File: src/rtl/user_input_event_arbiter.sv
// user_input_event_arbiter
//   Collects one-cycle event pulses from the rotary decoder, the rotary
//   push-button and the debounced push-buttons. A round-robin arbiter moves
//   them into an event FIFO, which the MMIO block drains through valid/ready.
//   The block also keeps a saturating signed rotary position and a saturating
//   count of dropped events.
//
//   Sources: 0 = rotary turn, 1 = rotary push, 2.. = button_pulse[i-2]
//   Event byte: [7:5] type (001 right, 010 left, 011 push, 100 button),
//               [4:0] index (button number, else 0)
//
//   Optional build macro EVENT_TIMESTAMP_EN: adds a free-running 16-bit cycle
//   counter. Its value is captured when a pulse is accepted, and
//   event_data[23:8] carries it.
//
// Ports
//   clk, rst             clock, asynchronous active-high reset
//   rotary_event/_left   detent pulse and its direction (1 = left)
//   rotary_push          encoder shaft press pulse
//   button_pulse         one pulse line per button
//   clear                synchronous clear of FIFO/pending/position/drops
//   event_valid/_data    FIFO head (first-word-fall-through)
//   event_ready          consumer pops the head
//   fifo_count           FIFO occupancy
//   position             signed rotary position, saturating
//   drop_count           events lost to pending collisions, saturates at 255
module user_input_event_arbiter #(
  parameter int NUM_BUTTONS = 4,
  parameter int FIFO_DEPTH  = 8,
`ifdef EVENT_TIMESTAMP_EN
  localparam int DW = 24,
`else
  localparam int DW = 8,
`endif
  localparam int AW = $clog2(FIFO_DEPTH)
) (
  input  logic                   clk,
  input  logic                   rst,
  input  logic                   rotary_event,
  input  logic                   rotary_left,
  input  logic                   rotary_push,
  input  logic [NUM_BUTTONS-1:0] button_pulse,
  input  logic                   clear,
  output logic                   event_valid,
  output logic [DW-1:0]          event_data,
  input  logic                   event_ready,
  output logic [AW:0]            fifo_count,
  output logic [15:0]            position,
  output logic [7:0]             drop_count
);
  localparam int NSRC = NUM_BUTTONS + 2;
  localparam int SW   = $clog2(NSRC);

  logic [NSRC-1:0] pend_q, pend_d, pulse, drop, gnt_vec;
  logic            dir_q, dir_d;
  logic [SW-1:0]   ptr_q, ptr_d, gnt_idx;
  logic            gnt_vld, push, pop, full;
  logic [AW-1:0]   rd_q, rd_d, wr_q, wr_d;
  logic [AW:0]     cnt_q, cnt_d;
  logic [15:0]     pos_q, pos_d;
  logic [7:0]      drop_q, drop_d;
  logic [8:0]      drop_sum;
  logic [7:0]      gnt_code;
  logic [DW-1:0]   gnt_data;
  logic [DW-1:0]   mem_q [FIFO_DEPTH];
  int              j;

  assign pulse = {button_pulse, rotary_push, rotary_event};

  // ptr_q is the source the search starts at. It is 0 out of reset and
  // granted+1 after each grant, so the last granted source gets lowest priority.
  always_comb begin
    gnt_vld = 1'b0;
    gnt_idx = '0;
    j       = 0;
    for (int k = NSRC - 1; k >= 0; k--) begin
      j = int'(ptr_q) + k;
      if (j >= NSRC) j = j - NSRC;
      if (pend_q[j]) begin
        gnt_vld = 1'b1;
        gnt_idx = SW'(j);
      end
    end
  end

  assign full        = (cnt_q == (AW+1)'(FIFO_DEPTH));
  assign event_valid = (cnt_q != '0);
  assign pop         = event_valid && event_ready;
  // A full FIFO still accepts a grant when the head leaves in the same cycle.
  assign push        = gnt_vld && (!full || pop);
  assign gnt_vec     = push ? (NSRC'(1) << gnt_idx) : '0;

  always_comb begin
    gnt_code = {3'b100, 5'(gnt_idx - SW'(2))};
    if (gnt_idx == SW'(0))      gnt_code = {(dir_q ? 3'b010 : 3'b001), 5'd0};
    else if (gnt_idx == SW'(1)) gnt_code = {3'b011, 5'd0};
  end

`ifdef EVENT_TIMESTAMP_EN
  logic [15:0]            ts_cnt_q;
  logic [NSRC-1:0][15:0]  ts_q;
  assign gnt_data = {ts_q[gnt_idx], gnt_code};

  always_ff @(posedge clk or posedge rst) begin
    if (rst) begin
      ts_cnt_q <= '0;
      ts_q     <= '0;
    end else begin
      ts_cnt_q <= ts_cnt_q + 16'd1;
      for (int i = 0; i < NSRC; i++)
        if (pulse[i] && !(pend_q[i] && !gnt_vec[i])) ts_q[i] <= ts_cnt_q;
    end
  end
`else
  assign gnt_data = gnt_code;
`endif

  always_comb begin
    pend_d = pend_q;
    dir_d  = dir_q;
    drop   = '0;
    for (int i = 0; i < NSRC; i++) begin
      if (pulse[i] && pend_q[i] && !gnt_vec[i]) begin
        drop[i] = 1'b1;           // collision: keep the original event
      end else if (pulse[i]) begin
        pend_d[i] = 1'b1;         // new or refilled-on-grant slot
        if (i == 0) dir_d = rotary_left;
      end else if (gnt_vec[i]) begin
        pend_d[i] = 1'b0;
      end
    end

    ptr_d = ptr_q;
    if (push) ptr_d = (gnt_idx == SW'(NSRC - 1)) ? '0 : gnt_idx + SW'(1);

    wr_d  = wr_q + AW'(push);
    rd_d  = rd_q + AW'(pop);
    cnt_d = cnt_q + (AW+1)'(push) - (AW+1)'(pop);

    drop_sum = 9'(drop_q) + 9'($countones(drop));
    drop_d   = (drop_sum > 9'd255) ? 8'hff : drop_sum[7:0];

    pos_d = pos_q;
    if (rotary_event) begin
      if (rotary_left && pos_q != 16'h8000)       pos_d = pos_q - 16'd1;
      else if (!rotary_left && pos_q != 16'h7fff) pos_d = pos_q + 16'd1;
    end

    if (clear) begin
      pend_d = '0;
      dir_d  = 1'b0;
      ptr_d  = '0;
      wr_d   = '0;
      rd_d   = '0;
      cnt_d  = '0;
      drop_d = '0;
      pos_d  = '0;
    end
  end

  always_ff @(posedge clk or posedge rst) begin
    if (rst) begin
      pend_q <= '0;
      dir_q  <= 1'b0;
      ptr_q  <= '0;
      wr_q   <= '0;
      rd_q   <= '0;
      cnt_q  <= '0;
      drop_q <= '0;
      pos_q  <= '0;
    end else begin
      pend_q <= pend_d;
      dir_q  <= dir_d;
      ptr_q  <= ptr_d;
      wr_q   <= wr_d;
      rd_q   <= rd_d;
      cnt_q  <= cnt_d;
      drop_q <= drop_d;
      pos_q  <= pos_d;
    end
  end

  // The storage array needs no reset because the output is masked while the FIFO is empty.
  always_ff @(posedge clk)
    if (push && !clear) mem_q[wr_q] <= gnt_data;

  assign event_data = event_valid ? mem_q[rd_q] : '0;
  assign fifo_count = cnt_q;
  assign position   = pos_q;
  assign drop_count = drop_q;
endmodule

File: config.mk
export PLATFORM = sky130hd
export DESIGN_NAME = user_input_event_arbiter
export DESIGN_NICKNAME = d
export VERILOG_FILES = /design/src/rtl/user_input_event_arbiter.sv
export SDC_FILE = /design/constraint.sdc
export NUM_CORES = 1
export LEC_CHECK = 0
export ABC_AREA = 1
export CORE_MARGIN = 2
export CORE_UTILIZATION = 27
export DETAILED_ROUTE_END_ITERATION = 12
export GPL_TIMING_DRIVEN = 0
export PLACE_DENSITY = 0.41
export SETUP_SLACK_MARGIN = 0.1
export SLEW_MARGIN = 5
export SYNTH_ARGS = -nofsm -noshare
export SYNTH_HDL_FRONTEND = slang
export SYNTH_SLANG_ARGS = --single-unit
export TNS_END_PERCENT = 50
File: constraint.sdc
create_clock -name clk -period 7.5 [get_ports clk]
set_input_delay 2.25 -clock clk [delete_from_list [all_inputs] [get_ports clk]]
set_output_delay 2.25 -clock clk [all_outputs]
set_load 0.01 [all_outputs]
==> reports/metrics.yaml, run 1 <==
sta:
  maxSlewViolCount: 0
  rsz0062_at_grt: "false"
  setup_violations: 0
  fin_skew_ns: 0.00931
  fin_crit_ns: 6.05
  setup_tns_ns: 0
  whs_ns: 0.481
  fmax_mhz: 165
  tightest_slew_ns: 0.808
  hold_viol: 0
  finalCritPeriodShare_pct: 80.7
  slew_headroom_pct: 45.9
outcome:
  status: "finished, final reports clean"
grt:
  grt.overflow.total: 0
  grt_pass1_vias: 4904
  grt_pass1_wl_um: 25600
  antenna_found_initial: 0
  grtUsageTotal_pct: 13.6
  grt_max_degree: 26
critical_path:
  crit_type: "reg2reg"
  max_stage_delay_ns: 0.57
  ff2ff_path_depth: 33
  worstPathArrival_ns: 6.30
  reg2reg_slack_ns: 1.45
  rr_startpoint: "ptr_q[1]$_DFFE_PP0P_"
  cp.depth: 33
  crit_buf_inv: 6
  crit_fanout: 10
  path_delay_family: "adder cells"
  cp.required_ns: 7.75
  crit_start: "ptr_q[1]$_DFFE_PP0P_"
  crit_top_cell: "nand2_1"
  critPathLaunchType: "register"
  crit_path_end_kind: "register"
  cpMaxStageDelayCell: "dfrtp_1"
synthesis:
  yosysUniqueCellTypes: 43
  synthCells: 718
  synth-xor-area-share_pct: 1.58
  async_flop_share_pct: 44.0
  synth-warning-count: 0
  synth_compound_area_share_pct: 13.4
  synth_mux_area_share_pct: 0
  synth_edf_count: 56
  dominantRegCellSynth: "edfxtp_1"
  synth.avg_cell_area_um2: 8.48
  synth.net_count: 776
  ys_seq_elements: 100
  syn_area_um2: 6090
  synth_top_family_by_area: "simple AND/OR/NAND/NOR gates"
  seq_area_frac_synth_pct: 45.7
  yosys.area_share.simple_pct: 21.9
  synthAdderAreaFrac_pct: 10.4
power:
  power_density_nw_per_um2: 478
  vdd_drop_max_mv: 0.182
  leakage_nw: 3.09
job:
  max-cap-violations: 0
final_layout:
  most-common-layout-cells: "nand2_1 (130), nor2_1 (95), inv_1 (82)"
  mostFrequentLayoutCell: "nand2_1"
  area_growth_pct: 18.6
  nNetsFinal: 834
  drive_above_1_share_pct: 7.81
  fill_cells: 2273
  diodes: 0
cts:
  cts_root_buffer: "clkbuf_16"
  clock-sinks: 100
  clock_latency_ns: 0.36
  cts_made_buffers: 9
  cts_tree: "yes"
  ctsResizeCount: 0
  cts_buffer_depth: 2
  path_clk_slew_ns: 0.07
  cts_setup_buffers: 0
  htreeDepth: 3
  holdBufCountCts: 0
place:
  dp_hpwl_um: 11900
  gp_congestion: 0.829
  port_buffers: 46
routing:
  drt-wirelength-per-cell_um: 14.8
  viasPerCell: 4.66
  drc: 0
  drtIter0Drc: 218
  drt_first_pass_iters: 4
  vias: 4940
  ant_nets: 0
  drt-total-wl_um: 15700
worst_hold_path:
  hold_path_depth: 1
  hold_path.class: "reg2reg"
  min_from: "rd_q[2]$_DFF_PP0_"
floorplan:
  die-area_um2: 23800
  io_pins: 48
  start_util_pct: 27.7
  fp.dieH_um: 154
  die_w_um: 154
  rows: 54
  coreArea_um2: 22000
worst register-to-register path, delay by kind of cell, from the launching register on:
kind	cells	cell delay [ns]
buffers and inverters	6	0.63
AO/OA/AOI/OAI	4	0.59
adder cells (fa/ha/maj)	6	2.59
flip-flops	1	0.57
AND/OR/NAND/NOR	17	1.57
synth_stat cells (2+ instances only):
library cell / instances / area share (%)
nand2_1: 130 / 8.0
nor2_1: 95 / 5.9
inv_1: 83 / 5.1
o21ai_0: 62 / 5.1
edfxtp_1: 56 / 28
dfrtp_1: 44 / 18
nand3_1: 43 / 3.5
ha_1: 41 / 8.4
a21oi_1: 34 / 2.8
clkbuf_1: 13 / 0.80
inv_2: 11 / 0.68
o22ai_1: 11 / 1.1
nand2_2: 10 / 1.0
a31oi_1: 8 / 0.82
nand4_1: 7 / 0.72
nor3_1: 7 / 0.58
xnor2_1: 7 / 1.0
fa_1: 6 / 2.0
o21ai_1: 6 / 0.49
o21ai_2: 6 / 0.86
nor4_1: 5 / 0.51
xor2_1: 4 / 0.58
a21oi_2: 3 / 0.43
nor2_2: 3 / 0.31
nand2_4: 2 / 0.37
nor2_4: 2 / 0.37
o2111ai_1: 2 / 0.29
o211ai_1: 2 / 0.25
state kept, by name, summed over array words and instances (netlist names):
register,cells
fifo_count,4
wr_q,3
mem_q,56
rd_q,3
drop_count,8
dir_q,1
ptr_q,3
position,16
pend_q,6
through the flow:
step	instances	power (mW)	util [%]	cell area (um2)	setup WS, ns
CTS	1061	3.50	32.9	7220	1.38
global route	1061	3.79	32.9	7220	0.764
finish	1061	3.45	32.9	7220	1.45
detailed placement	1045	3.01	31.5	6920	1.03
floorplan	718	2.36	-	6090	1.99
global placement	1044	2.98	31.4	6900	1.09
routing by layer:
layer	part of all wire, %	wire [um]	vias up	global-route usage [%]
met4	1.8	282	0	4.45
met1	48	7540	2279	18.2
met2	46	7150	103	22.2
met5	0	0	-	0
met3	4.7	736	24	2.65
li1	-	-	2534	-
cells by family after synthesis:
| logic type | after synthesis |
|---|---|
| xor gates and xnor gates | 11 |
| adders and majority gates | 47 |
| AOI/OAI and AO/OA | 142 |
| buffers and inverters | 110 |
| and+or+nand+nor | 308 |
| DFF | 100 |
final timing paths:
| check | to |
|---|---|
| setup reg to reg | drop_count[5]$_DFF_PP0_ |
| min in group asynchronous | drop_count[6]$_DFF_PP0_ |
| hold / removal | rd_q[2]$_DFF_PP0_ |
| max in group asynchronous | position[12]$_DFFE_PP0P_ |
| hold reg to reg | rd_q[2]$_DFF_PP0_ |
| setup / recovery | drop_count[5]$_DFF_PP0_ |
cell type report:
| class | count | area [um2] | share of cell area [%] |
|---|---|---|---|
| multi-input cells | 508 | 2880 | 39.9 |
| flip-flops and latches | 100 | 2780 | 38.5 |
| repair buffers | 47 | 480 | 6.65 |
| inverters | 95 | 357 | 4.94 |
| well taps | 280 | 350 | 4.85 |
| clock buffers | 10 | 239 | 3.31 |
| plain buffers | 15 | 67.6 | 0.935 |
| clock inverters | 6 | 65.1 | 0.901 |
power by group:
part           switching, mW  leakage [nW]  internal [mW]
clock network          0.228         0.143          0.244
registers              0.107          1.10          0.875
logic                   1.30          1.85          0.697
total                   1.63          3.09           1.82
(Power assumes the default switching activity.)
==> inputs of run 2 (changes only) <==
--- a/config.mk
+++ b/config.mk
@@ -10,7 +10,7 @@
 export CORE_UTILIZATION = 27
 export DETAILED_ROUTE_END_ITERATION = 12
 export GPL_TIMING_DRIVEN = 0
-export PLACE_DENSITY = 0.41
+export PLACE_DENSITY = 0.43
 export SETUP_SLACK_MARGIN = 0.1
 export SLEW_MARGIN = 5
 export SYNTH_ARGS = -nofsm -noshare
==> constraint.sdc (replaced) <==
create_clock -name clk -period 5.2 [get_ports clk]
set_input_delay 1.56 -clock clk [delete_from_list [all_inputs] [get_ports clk]]
set_output_delay 1.56 -clock clk [all_outputs]
set_load 0.01 [all_outputs]
==> run 2 against run 1 <==
- first-iteration DRC count is 34% higher
- fmax is 22% higher
- via count is 3.7% higher
- combinational power is 72% higher
- die area stayed put
- worst hold slack better by 0.0031 ns
- sequential cell count stayed put
- register-to-register slack worse by 1.2 ns
- clock power is 60% higher
- clock skew is 0.0015 ns lower
- largest cell class unchanged
==> reports/metrics.yaml, run 2 (synthesis results as in run 1) <==
critical_path:
  crit_fanout: 4  # -6
  worstPathArrival_ns: 5.21  # -1.09 ns
  ff2ff_path_depth: 34  # +3.0%
  cpMaxStageDelayCell: "fa_1"
  crit_top_cell: "nand2_2"
  path_delay_family: "adder cells"
  r2r_end: "drop_count[6]$_DFF_PP0_"
  cp.required_ns: 5.46  # -2.29 ns
  critPathLaunchType: "register"
  rr_startpoint: "ptr_q[1]$_DFFE_PP0P_"
  crit_buf_inv: 7  # +1
  max_stage_delay_ns: 0.51  # -0.06 ns
  crit_type: "reg2reg"
  reg2reg_slack_ns: 0.25  # -1.20 ns
  crit_path_end_kind: "register"
routing:
  vias: 5122  # +3.7%
  drtIter0Drc: 293  # +34%
  ant_nets: 0  # unchanged
  drc: 0  # unchanged
  viasPerCell: 4.72  # +1.3%
  drt_first_pass_iters: 4  # unchanged
  drt-wirelength-per-cell_um: 15.1  # +2.2%
  drt-total-wl_um: 16400  # +4.6%
cts:
  clock_latency_ns: 0.35  # about the same
  cts_buffer_depth: 2  # unchanged
  htreeDepth: 3  # unchanged
  clock-sinks: 100  # unchanged
  path_clk_slew_ns: 0.07  # about the same
  cts_tree: "yes"
  cts_made_buffers: 9  # unchanged
  cts_root_buffer: "clkbuf_16"
grt:
  grtUsageTotal_pct: 14.1  # +0.42 points
  grt.overflow.total: 0  # unchanged
  grt_pass1_vias: 5084  # +3.7%
  antenna_found_initial: 0  # unchanged
  grt_pass1_wl_um: 26500  # +3.8%
  grt_max_degree: 35  # +35%
sta:
  setup_violations: 0  # unchanged
  fin_ws_ns: 0.246  # -1.20 ns
  rsz0062_at_grt: "true"
  tightest_slew_ns: 0.787  # -0.0211 ns
  fmax_mhz: 202  # +22%
  maxSlewViolCount: 0  # unchanged
  hold_viol: 0  # unchanged
  fin_skew_ns: 0.00777  # -0.00154 ns
  finalCritPeriodShare_pct: 95.3  # +15 points
  setup_tns_ns: 0  # unchanged
  slew_headroom_pct: 47.3  # +1.4 points
  fin_crit_ns: 4.95  # -1.10 ns
worst_hold_path:
  hold_path.class: "reg2reg"
  min_from: "rd_q[2]$_DFF_PP0_"
  holdPathEnd: "rd_q[2]$_DFF_PP0_"
  hold_path_depth: 1  # unchanged
place:
  place_ws_ns: -0.602  # -1.64 ns
  dp_hpwl_um: 11800  # -0.69%
  port_buffers: 46  # unchanged
  dp.cells: 1045  # unchanged
  gp_congestion: 0.861  # +3.8%
final_layout:
  diodes: 0  # unchanged
  most-common-layout-cells: "nand2_1 (108), nor2_1 (92), inv_1 (76)"
  drive_above_1_share_pct: 17.5  # +9.7 points
  multi_input_area_um2: 3110  # +7.9%
  fin_util_pct: 35.1  # +2.2 points
  top_register: "mem_q"
  mostFrequentLayoutCell: "nand2_1"
  regArea_um2: 2790  # +0.13%
  fill_cells: 2228  # -2.0%
  nNetsFinal: 859  # +3.0%
  instances_no_fill: 1086  # +2.4%
  area_growth_pct: 26.6
  largest_register_ffs: 56  # unchanged
power:
  internal_power_mw: 3.01  # +66%
  power_switching_share_pct: 46.2  # -1.1 points
  vdd_drop_max_mv: 0.310  # +71%
  p_clk_share_pct: 13.5  # -0.2 points
  p_comb_share_pct: 61.4  # +3.5 points
  power_density_nw_per_um2: 726  # +52%
  seq_power_share_pct: 25.2  # -3.2 points
  switchingPower_mw: 2.59  # +58%
  total_power_mw: 5.60  # +62%
  leakage_nw: 3.26  # +5.4%
floorplan:
  rows: 54  # unchanged
  start_util_pct: 27.7  # unchanged
  die_w_um: 154  # unchanged
  io_pins: 48  # unchanged
  fp.dieH_um: 154  # unchanged
  die-area_um2: 23800  # unchanged
  coreArea_um2: 22000  # unchanged
job:
  max-cap-violations: 0  # unchanged
outcome:
  status: "finished, final reports clean"
run 2: cell types whose count changed in the layout (fill, tap and decap cells not counted), moves of 5 or more:
cell,change
inv_6,+5
nand2_2,+20
nand2_1,-22
inv_1,-6
nand3_1,-11
buf_4,+22
nand3_2,+8
run 2: stage by stage:
step	hold WS, ns	instance area [um2]
after floorplan	0.433	6100
after global placement	0.464	6910
after detailed placement	0.475	6930
after CTS	0.487	7460
after global routing	0.530	7710
final	0.484	7710
run 2: what timing repair did:
| action | 4_1_cts | 5_1_grt |
|---|---|---|
| gates resized for setup | 26 | 50 |
| setup buffers | 15 | 10 |
| endpoints found under the setup margin | 8 | 8 |
| pin swaps | 9 | 28 |
| hold buffers | 0 | 0 |
run 2: cell type report:
| type | instances | share of cell area (%) |
|---|---|---|
| Clock buffer | 10 | 2.97 |
| Tap cell | 280 | 4.55 |
| Multi-Input combinational cell | 508 | 40.4 |
| Sequential cell | 100 | 36.2 |
| Clock inverter | 6 | 1.36 |
| Buffer | 15 | 0.877 |
| Timing Repair Buffer | 72 | 8.81 |
| Inverter | 95 | 4.92 |
run 2: how the worst max path moves through the flow:
| stage | start | endpoint | slack [ns] | cells past startpoint |
|---|---|---|---|---|
| 6_report | ptr_q[1]$_DFFE_PP0P_ | drop_count[6]$_DFF_PP0_ | 0.25 | 34 |
| 5_1_grt | ptr_q[1]$_DFFE_PP0P_ | drop_count[6]$_DFF_PP0_ | -0.06 | 32 |
| 4_1_cts | ptr_q[1]$_DFFE_PP0P_ | drop_count[5]$_DFF_PP0_ | 0.10 | 36 |
| 3_5_place_dp | event_ready | drop_count[5]$_DFF_PP0_ | -0.60 | 20 |
| 3_3_place_gp | event_ready | drop_count[5]$_DFF_PP0_ | -0.57 | 20 |
| 2_1_floorplan | ptr_q[1]$_DFFE_PP0P_ | drop_count[5]$_DFF_PP0_ | 0.10 | 34 |
run 2: per-layer routing:
layer	track usage [%]	wire (um)	up-vias
met1	18.8	7790	2414
li1	-	-	2593
met5	0	0	-
met2	23.7	7810	98
met4	3.29	220	0
met3	2.51	604	17
run 2: power groups by stage:
stage | combinational, mW | sequential, mW | clock (mW)
4_1_cts | 3.16 | 1.41 | 0.778
5_1_grt | 3.83 | 1.44 | 0.813
6_report | 3.44 | 1.41 | 0.753
3_3_place_gp | 2.86 | 1.43 | 0
3_5_place_dp | 2.91 | 1.43 | 0
2_1_floorplan | 2.00 | 1.41 | 0
